==> config.mk <==
export PLATFORM = sky130hd
export DESIGN_NAME = vault_sequencer_flat
export DESIGN_NICKNAME = d
export VERILOG_FILES = /design/src/rtl/vault_pkg.sv /design/src/rtl/vault_sequencer_if.sv /design/src/rtl/vault_timeout_timer.sv /design/src/rtl/vault_sequencer.sv /design/src/flat_wrapper.sv
export SDC_FILE = /design/constraint.sdc
export NUM_CORES = 1
export LEC_CHECK = 0
export CAP_MARGIN = 20
export CORE_MARGIN = 8
export CORE_UTILIZATION = 50
export CTS_CLUSTER_DIAMETER = 40
export DETAILED_ROUTE_END_ITERATION = 16
export GPL_ROUTABILITY_DRIVEN = 0
export PLACE_DENSITY = 0.79
export SYNTH_ARGS = -nofsm -noshare
export SYNTH_HDL_FRONTEND = slang
export SYNTH_SLANG_ARGS = --single-unit
==> constraint.sdc <==
create_clock -name clk -period 2.4 [get_ports clk]
set_input_delay 0.36 -clock clk [delete_from_list [all_inputs] [get_ports clk]]
set_output_delay 0.36 -clock clk [all_outputs]
set_load 0.05 [all_outputs]
==> src/rtl/vault_pkg.sv <==
// Shared definitions for the vault puzzle chain: the sequencer state encoding,
// the phase indices and the default timing values.
package vault_pkg;

  typedef enum logic [2:0] {
    IDLE    = 3'd0,
    ARM     = 3'd1,
    RUN     = 3'd2,
    OPEN    = 3'd3,
    LOCKOUT = 3'd4
  } vault_state_e;

  localparam int PHASE_CODE_LOCK  = 0;
  localparam int PHASE_DIAL_LOCK  = 1;
  localparam int PHASE_PRINT_LOCK = 2;
  localparam int PHASE_VOICE_LOCK = 3;
  localparam int PHASE_TIME_LOCK  = 4;

  localparam int DEFAULT_NUM_PHASES     = 5;
  localparam int DEFAULT_RST_CYCLES     = 2;
  localparam int DEFAULT_TIMEOUT_CYCLES = 64;
  localparam int DEFAULT_MAX_RETRIES    = 2;

endpackage

==> src/rtl/vault_sequencer_if.sv <==
// Sequencer-to-phase bundle: start request, per-phase responses and controls,
// plus the status outputs of the sequencer.
interface vault_sequencer_if
  import vault_pkg::*;
#(
  parameter int NUM_PHASES = DEFAULT_NUM_PHASES
);
  logic                  start;
  logic [NUM_PHASES-1:0] phase_done;
  logic [NUM_PHASES-1:0] phase_fail;
  logic [NUM_PHASES-1:0] phase_rst;
  logic [NUM_PHASES-1:0] phase_en;
  logic [2:0]            cur_phase;
  logic [1:0]            retries_left;
  logic                  busy;
  logic                  vault_open;
  logic                  lockout;

  modport master (
    input  start, phase_done, phase_fail,
    output phase_rst, phase_en, cur_phase, retries_left, busy, vault_open, lockout
  );

  modport slave (
    output start, phase_done, phase_fail,
    input  phase_rst, phase_en, cur_phase, retries_left, busy, vault_open, lockout
  );
endinterface

==> src/rtl/vault_timeout_timer.sv <==
// Attempt timer: counts RUN cycles of the active phase and flags the last
// cycle an attempt may use before it is treated as a failure.
module vault_timeout_timer
  import vault_pkg::*;
#(
  parameter int TIMEOUT_CYCLES = DEFAULT_TIMEOUT_CYCLES,
  localparam int CNT_W = $clog2(TIMEOUT_CYCLES)
) (
  input  logic clk,
  input  logic rst,
  input  logic clear,
  input  logic run,
  output logic expired
);
  logic [CNT_W-1:0] count_q, count_d;

  always_comb begin
    count_d = count_q;
    if (clear)    count_d = '0;
    else if (run) count_d = count_q + CNT_W'(1);
  end

  always_ff @(posedge clk) begin
    if (rst) count_q <= '0;
    else     count_q <= count_d;
  end

  assign expired = (count_q == CNT_W'(TIMEOUT_CYCLES - 1));
endmodule

==> src/rtl/vault_sequencer.sv <==
// Vault chain master: arms and runs the phases in order, spends a shared retry
// budget on failed or timed-out attempts, and latches open or lockout.
module vault_sequencer
  import vault_pkg::*;
#(
  parameter int NUM_PHASES     = DEFAULT_NUM_PHASES,
  parameter int TIMEOUT_CYCLES = DEFAULT_TIMEOUT_CYCLES,
  parameter int MAX_RETRIES    = DEFAULT_MAX_RETRIES,
  parameter int RST_CYCLES     = DEFAULT_RST_CYCLES
) (
  input  logic             clk,
  input  logic             rst,
  vault_sequencer_if.master bus
);
  localparam logic [2:0] S_IDLE    = IDLE;
  localparam logic [2:0] S_ARM     = ARM;
  localparam logic [2:0] S_RUN     = RUN;
  localparam logic [2:0] S_OPEN    = OPEN;
  localparam logic [2:0] S_LOCKOUT = LOCKOUT;
  localparam int ARM_W = (RST_CYCLES > 1) ? $clog2(RST_CYCLES) : 1;

  logic [2:0]            state_q, state_d;
  logic [ARM_W-1:0]      arm_cnt_q, arm_cnt_d;
  logic [2:0]            cur_phase_q, cur_phase_d;
  logic [1:0]            retries_left_q, retries_left_d;
  logic [NUM_PHASES-1:0] phase_rst_q, phase_rst_d;
  logic [NUM_PHASES-1:0] phase_en_q, phase_en_d;
  logic                  busy_q, busy_d;
  logic                  vault_open_q, vault_open_d;
  logic                  lockout_q, lockout_d;
  logic                  expired, cur_done, cur_fail, last_phase;

  vault_timeout_timer #(.TIMEOUT_CYCLES(TIMEOUT_CYCLES)) u_timer (
    .clk     (clk),
    .rst     (rst),
    .clear   (state_q != S_RUN),
    .run     (state_q == S_RUN),
    .expired (expired)
  );

  assign cur_done   = bus.phase_done[cur_phase_q];
  assign cur_fail   = bus.phase_fail[cur_phase_q];
  assign last_phase = (cur_phase_q == 3'(NUM_PHASES - 1));

  always_comb begin
    state_d        = state_q;
    arm_cnt_d      = arm_cnt_q;
    cur_phase_d    = cur_phase_q;
    retries_left_d = retries_left_q;
    case (state_q)
      S_IDLE: if (bus.start) begin
        cur_phase_d = 3'(PHASE_CODE_LOCK);
        arm_cnt_d   = '0;
        state_d     = S_ARM;
      end
      S_ARM: begin
        if (arm_cnt_q == ARM_W'(RST_CYCLES - 1)) state_d = S_RUN;
        else                                    arm_cnt_d = arm_cnt_q + ARM_W'(1);
      end
      S_RUN: begin
        // Fail beats done; done on the final timer cycle still passes.
        if (cur_fail || (expired && !cur_done)) begin
          if (retries_left_q == 2'd0) begin
            state_d = S_LOCKOUT;
          end else begin
            retries_left_d = retries_left_q - 2'd1;
            arm_cnt_d      = '0;
            state_d        = S_ARM;
          end
        end else if (cur_done) begin
          if (last_phase) begin
            state_d = S_OPEN;
          end else begin
            cur_phase_d = cur_phase_q + 3'd1;
            arm_cnt_d   = '0;
            state_d     = S_ARM;
          end
        end
      end
      default: state_d = state_q;
    endcase
  end

  // Outputs are decoded from the next state so every port comes straight off a flop.
  always_comb begin
    phase_rst_d  = '1;
    phase_en_d   = '0;
    if (state_d == S_RUN) begin
      phase_en_d  = NUM_PHASES'(1) << cur_phase_d;
      phase_rst_d = ~phase_en_d;
    end
    busy_d       = (state_d == S_ARM) || (state_d == S_RUN);
    vault_open_d = (state_d == S_OPEN);
    lockout_d    = (state_d == S_LOCKOUT);
  end

  always_ff @(posedge clk) begin
    if (rst) begin
      state_q        <= S_IDLE;
      arm_cnt_q      <= '0;
      cur_phase_q    <= 3'(PHASE_CODE_LOCK);
      retries_left_q <= 2'(MAX_RETRIES);
      phase_rst_q    <= '1;
      phase_en_q     <= '0;
      busy_q         <= 1'b0;
      vault_open_q   <= 1'b0;
      lockout_q      <= 1'b0;
    end else begin
      state_q        <= state_d;
      arm_cnt_q      <= arm_cnt_d;
      cur_phase_q    <= cur_phase_d;
      retries_left_q <= retries_left_d;
      phase_rst_q    <= phase_rst_d;
      phase_en_q     <= phase_en_d;
      busy_q         <= busy_d;
      vault_open_q   <= vault_open_d;
      lockout_q      <= lockout_d;
    end
  end

  assign bus.phase_rst    = phase_rst_q;
  assign bus.phase_en     = phase_en_q;
  assign bus.cur_phase    = cur_phase_q;
  assign bus.retries_left = retries_left_q;
  assign bus.busy         = busy_q;
  assign bus.vault_open   = vault_open_q;
  assign bus.lockout      = lockout_q;
endmodule

==> src/flat_wrapper.sv <==
// flat-port wrapper written by rule: the top's interface ports become plain ports
module vault_sequencer_flat import vault_pkg::*;
#(
  parameter int NUM_PHASES     = DEFAULT_NUM_PHASES,
  parameter int TIMEOUT_CYCLES = DEFAULT_TIMEOUT_CYCLES,
  parameter int MAX_RETRIES    = DEFAULT_MAX_RETRIES,
  parameter int RST_CYCLES     = DEFAULT_RST_CYCLES
)
  (clk, rst, bus_start, bus_phase_done, bus_phase_fail, bus_phase_rst, bus_phase_en, bus_cur_phase, bus_retries_left, bus_busy, bus_vault_open, bus_lockout);
  vault_sequencer_if #(.NUM_PHASES(NUM_PHASES)) bus_i ();
  input  logic clk;
  input  logic rst;
  input wire logic [$bits(bus_i.start)-1:0] bus_start;
  input wire logic [$bits(bus_i.phase_done)-1:0] bus_phase_done;
  input wire logic [$bits(bus_i.phase_fail)-1:0] bus_phase_fail;
  output wire logic [$bits(bus_i.phase_rst)-1:0] bus_phase_rst;
  output wire logic [$bits(bus_i.phase_en)-1:0] bus_phase_en;
  output wire logic [$bits(bus_i.cur_phase)-1:0] bus_cur_phase;
  output wire logic [$bits(bus_i.retries_left)-1:0] bus_retries_left;
  output wire logic [$bits(bus_i.busy)-1:0] bus_busy;
  output wire logic [$bits(bus_i.vault_open)-1:0] bus_vault_open;
  output wire logic [$bits(bus_i.lockout)-1:0] bus_lockout;
  assign bus_i.start = bus_start;
  assign bus_i.phase_done = bus_phase_done;
  assign bus_i.phase_fail = bus_phase_fail;
  assign bus_phase_rst = bus_i.phase_rst;
  assign bus_phase_en = bus_i.phase_en;
  assign bus_cur_phase = bus_i.cur_phase;
  assign bus_retries_left = bus_i.retries_left;
  assign bus_busy = bus_i.busy;
  assign bus_vault_open = bus_i.vault_open;
  assign bus_lockout = bus_i.lockout;
  vault_sequencer #(.NUM_PHASES(NUM_PHASES), .TIMEOUT_CYCLES(TIMEOUT_CYCLES), .MAX_RETRIES(MAX_RETRIES), .RST_CYCLES(RST_CYCLES)) u_core (.clk(clk), .rst(rst), .bus(bus_i));
endmodule
==> impl_metrics.toml, run 1 <==
[pwr]
internal_power_mw = 0.697
power_frac_comb = 0.125
design_power_total_mw = 0.910
ir_drop_v = 0.000386
p_clk_frac = 0.346
powerDensity_nw_per_um2 = 494
switching_share = 0.234
power.switching_mw = 0.213
leakage_nw = 0.655
p_seq_frac = 0.529

[timing]
tightest_slew_ps = 518
finalSetupTns_ps = 0
timing.final.crit_share = 0.945
final_hold_viol_count = 0
slew_violations = 0
setup_ws_ps = 131
max_slew_margin = 0.654
finalClockSkew_ps = 10.7
hold-worst-slack_ps = 496
fmax_mhz = 441
fin_crit_ps = 2270
rsz0062_at_grt = "no"
finalSetupViolCount = 0

[die]
rows = 19
core_area_um2 = 2780
die_area_um2 = 4930
start_util = 0.529
die_h_um = 70.2
io_pins = 31
die_w_um = 70.2

[placement]
placed_area_um2 = 1780
dp.cells = 215
dp_slack_ps = -51.2
place_hpwl_mm = 2.73
io_buffers = 30

[global_route]
grt_pass1_vias = 1301
grt_max_degree = 17
grtUsageMet3 = 0.0438
antenna_found_initial = 0
grt_pass1_wl_mm = 5.98
top_usage_layer = "met2"
gr-total-overflow = 0
use_met2 = 0.257
grtUsageTotal = 0.145
gr-usage-met1 = 0.158

[route]
first_iter_violations = 84
route.detailed.drc = 0
wl_mm = 3.52
routedWlPerCell_um = 16.1
final_antenna_net_count = 0
vias = 1310
dr.pass1.iters = 4
post_drt_via_cell_ratio = 5.98

[cells_and_area]
final_cell_mix = "clkdlybuf4s50_1, dfxtp_1, nor2_1"
layout-drive-gt1-share = 0.133
fin_area_um2 = 1840
nets = 206
layout.cells.non_filler = 219
final_util = 0.663
layout_commonest_cell = "clkdlybuf4s50_1"
num-fill-cells = 236
diodes = 0
syn2layout_area_growth_pct = 25.3

[min_path]
hold_class = "flip-flop to flip-flop"

[yosys]
synth_fa_ha_area_frac = 0.0340
synth_warnings = 0
synth_top_family_by_area = "simple AND/OR/NAND/NOR gates"
synthesis.nets = 172
synthCells = 155
ys_seq_area_frac = 0.381
synth_seq_cells = 28
synth_simple_gate_area_frac = 0.261
ys.flop_type = "dfxtp_1"
async_reset_ff_frac = 0
synth_compound_area_frac = 0.183
synth_area_um2 = 1470
synth_edf_count = 0
synth_xor_xnor_area_share = 0.0298
yosysUniqueCellTypes = 54
syn_area_per_cell_um2 = 9.49
synthMuxAreaShare = 0.0425

[clock_network]
numCtsBuffers = 3
cts.sink_count = 28
cts_tree = "done"
clk_path_buf_depth = 2
clk_latency_ps = 340
clkTransAtPathRegs_ps = 140
cts_setup_buffers = 0
post_cts_resized = 0
holdBufCountCts = 0
htree_levels = 1
cts_root_buf = "clkbuf_4"

[setup_path]
rrSetupSlack_ps = 130
start_kind = "flip-flop"
cp.required_ps = 2640
critical_path_class = "flip-flop to flip-flop"
setup.worst_path.end_class = "flip-flop"
cp.arrival_ps = 2510
cp_max_fo = 11

[run_status]
status = "finished, final reports clean"

[flow_run]
maxCapViolCount = 0
## area by class of cell
| type | instances | area (um2) | area share |
|---|---|---|---|
| Clock buffer | 3 | 22.5 | 0.0122 |
| Clock inverter | 1 | 30.0 | 0.0163 |
| Inverter | 9 | 33.8 | 0.0183 |
| Multi-Input combinational cell | 112 | 818 | 0.444 |
| Sequential cell | 28 | 562 | 0.305 |
| Tap cell | 31 | 38.8 | 0.0210 |
| Timing Repair Buffer | 35 | 338 | 0.183 |
## worst max-delay path, cell delays in order (launching register included)
cell       delay, ps
dfxtp_2          520
mux2i_4          300
a2bb2oi_4        300
o211ai_4         160
o31a_1           360
nand4b_1         200
or3_1            320
## power groups by stage
| stage | Sequential, mW | Clock, mW | Combinational, mW |
|---|---|---|---|
| final | 0.481 | 0.315 | 0.114 |
| after global placement | 0.490 | 0 | 0.108 |
| after floorplan | 0.498 | 0 | 0.0614 |
| after CTS | 0.481 | 0.318 | 0.113 |
| after detailed placement | 0.491 | 0 | 0.111 |
| after global routing | 0.482 | 0.340 | 0.122 |
## synthesized netlist by cell type (all sizes together) (2+ instances only)
cell type   n  area [um2]
dfxtp      28         561
nor2       19        71.3
nand2      11        41.3
inv         9        33.8
nand3       7        35.0
a31oi       5        31.3
mux2i       5        62.6
and2        4        26.3
clkbuf      4        45.0
ha          4        50.1
and3        3        23.8
nand2b      3        18.8
nand4       3        18.8
nor3        3        15.0
nor3b       3        27.5
xor2        3        26.3
a211o       2        18.8
a211oi      2        20.0
and4        2        17.5
buf         2        22.5
nand4b      2        17.5
nor2b       2        12.5
o211ai      2        28.8
o21ai       2        10.0
o22ai       2        12.5
or2         2        15.0
or3         2        12.5
xnor2       2        17.5
## kinds of logic (layout without fill, tap and decap cells)
| kind of cell | Yosys count | in the layout |
|---|---|---|
| muxes | 5 | 5 |
| buffers and inverters | 15 | 48 |
| adders and majority gates | 4 | 4 |
| DFF | 28 | 28 |
| AOI/OAI and AO/OA | 29 | 29 |
| and+or+nand+nor | 69 | 69 |
| xor gates and xnor gates | 5 | 5 |
## path summary, 6_finish.rpt
path	from	to	depth (start not counted)
worst min-delay path	u_core.u_timer.count_q[0]	u_core.u_timer.count_q[0]	1
worst min register to register	u_core.u_timer.count_q[0]	u_core.u_timer.count_q[0]	1
worst max register to register	u_core.bus.cur_phase[0]	u_core.bus.phase_rst[4]	6
worst max-delay path	u_core.bus.cur_phase[0]	u_core.bus.phase_rst[4]	6
## state kept, by name (all words and copies together), names as in the netlist, 2 cells and up
name	cells
u_core.bus.cur_phase	3
u_core.bus.phase_en	5
u_core.bus.phase_rst	5
u_core.bus.retries_left	2
u_core.state_q	3
u_core.u_timer.count_q	6
## routing by layer
layer,vias to the layer above,wire (um)
li1,631,-
met1,639,1490
met2,32,1810
met3,8,165
met4,0,57
met5,-,0
No activity file was read; power rests on OpenSTA's default activity.
==> inputs of run 2 (changes only) <==
CORE_UTILIZATION = 33   (was 50)
PLACE_DENSITY = 0.56   (was 0.79)
==> impl_metrics.toml, run 2 (synthesis results as in run 1) <==
[route]
final_antenna_net_count = 0
dr.pass1.iters = 4
route.detailed.drc = 0
vias = 1225
post_drt_via_cell_ratio = 5.02
routedWlPerCell_um = 13.7
first_iter_violations = 70
wl_mm = 3.34

[timing]
tightest_slew_ps = 512
max_slew_margin = 0.658
final_hold_viol_count = 0
finalSetupViolCount = 0
setup_ws_ps = 188
rsz0062_at_grt = "no"
finalSetupTns_ps = 0
timing.final.crit_share = 0.922
finalClockSkew_ps = 1.44
fin_crit_ps = 2210
slew_violations = 0
fmax_mhz = 452

[pwr]
ir_drop_v = 0.000311
powerDensity_nw_per_um2 = 505
leakage_nw = 0.680

[min_path]
hold_class = "flip-flop to flip-flop"

[cells_and_area]
largest_reg_flops = 6
final_cell_mix = "clkdlybuf4s50_1, dfxtp_1, nor2_1"
layout_commonest_cell = "clkdlybuf4s50_1"
diodes = 0
fin_area_um2 = 1910
regMostFlops = "u_core.u_timer.count_q"
syn2layout_area_growth_pct = 29.9
nets = 210
layout-drive-gt1-share = 0.146

[setup_path]
start_kind = "flip-flop"
cp.arrival_ps = 2380
critical_path_class = "flip-flop to flip-flop"
cp.required_ps = 2560
cp_max_fo = 11
setup.worst_path.end_class = "flip-flop"

[placement]
place_hpwl_mm = 2.67
dp_slack_ps = 8.41
placed_area_um2 = 1840
io_buffers = 30

[global_route]
antenna_found_initial = 0
gr-total-overflow = 0
grt_pass1_vias = 1280
grt_pass1_wl_mm = 5.58
grt_max_degree = 17
grtUsageTotal = 0.103

[clock_network]
clkTransAtPathRegs_ps = 90
numCtsBuffers = 3
cts_root_buf = "clkbuf_8"
htree_levels = 1
post_cts_resized = 0
clk_path_buf_depth = 2
cts_tree = "done"
clk_latency_ps = 270
cts_setup_buffers = 0
cts.sink_count = 28
holdBufCountCts = 0

[die]
die_w_um = 82.8
start_util = 0.340
core_area_um2 = 4320
die_area_um2 = 6850
io_pins = 31
die_h_um = 82.8
rows = 24

[flow_run]
maxCapViolCount = 0

[run_status]
status = "finished, final reports clean"
## run 2: cell types whose count changed in the layout (fill, tap and decap cells not counted)
cell / before / now
clkbuf_8: 0 / 3
buf_4: 5 / 9
a311oi_1: 0 / 1
a311oi_2: 1 / 0
clkbuf_4: 3 / 0
## run 2: layout make-up
cell class                 count  area [um2]
multi-input combinational    112         812
inverter                       9        33.8
fill                         441        2410
clock inverter                 1        30.0
sequential                    28         562
timing repair buffer          39         368
clock buffer                   3        41.3
tap                           52        65.1
## run 2: worst paths after layout
path | start | to | slack (ps) | depth (start not counted)
hold reg to reg | u_core.u_timer.count_q[0] | u_core.u_timer.count_q[0] | 470 | 1
setup / recovery | u_core.bus.cur_phase[0] | u_core.bus.phase_rst[4] | 190 | 6
setup reg to reg | u_core.bus.cur_phase[0] | u_core.bus.phase_rst[4] | 190 | 6
hold / removal | u_core.u_timer.count_q[0] | u_core.u_timer.count_q[0] | 470 | 1
## run 2: critical path: stages, from the launching register on
cell and delay (ps):
dfxtp_2 510, mux2i_4 300, a2bb2oi_4 290, o211ai_4 130, o31a_1 330, nand4b_1 200
or3_1 330
## run 2: per-stage QoR
step	utilization	total power, mW	std cells	hold WS (ps)
2_1_floorplan	-	0.559	155	430
3_3_place_gp	0.425	0.605	240	448
3_5_place_dp	0.425	0.607	240	447
4_1_cts	0.442	0.976	244	472
5_1_grt	0.442	1.02	244	503
6_report	0.442	0.965	244	465
## run 2: routing by layer
layer	global-route usage	vias to the layer above	wire length, um
met5	0	-	0
met4	0.0328	0	34
li1	-	635	-
met3	0.0269	5	217
met1	0.115	563	1430
met2	0.186	22	1660
## run 2: report_power, final
group          switching, mW  total (mW)  internal [mW]
clock network          0.145       0.369          0.223
logic                 0.0576       0.117         0.0589
registers            0.00839       0.480          0.471
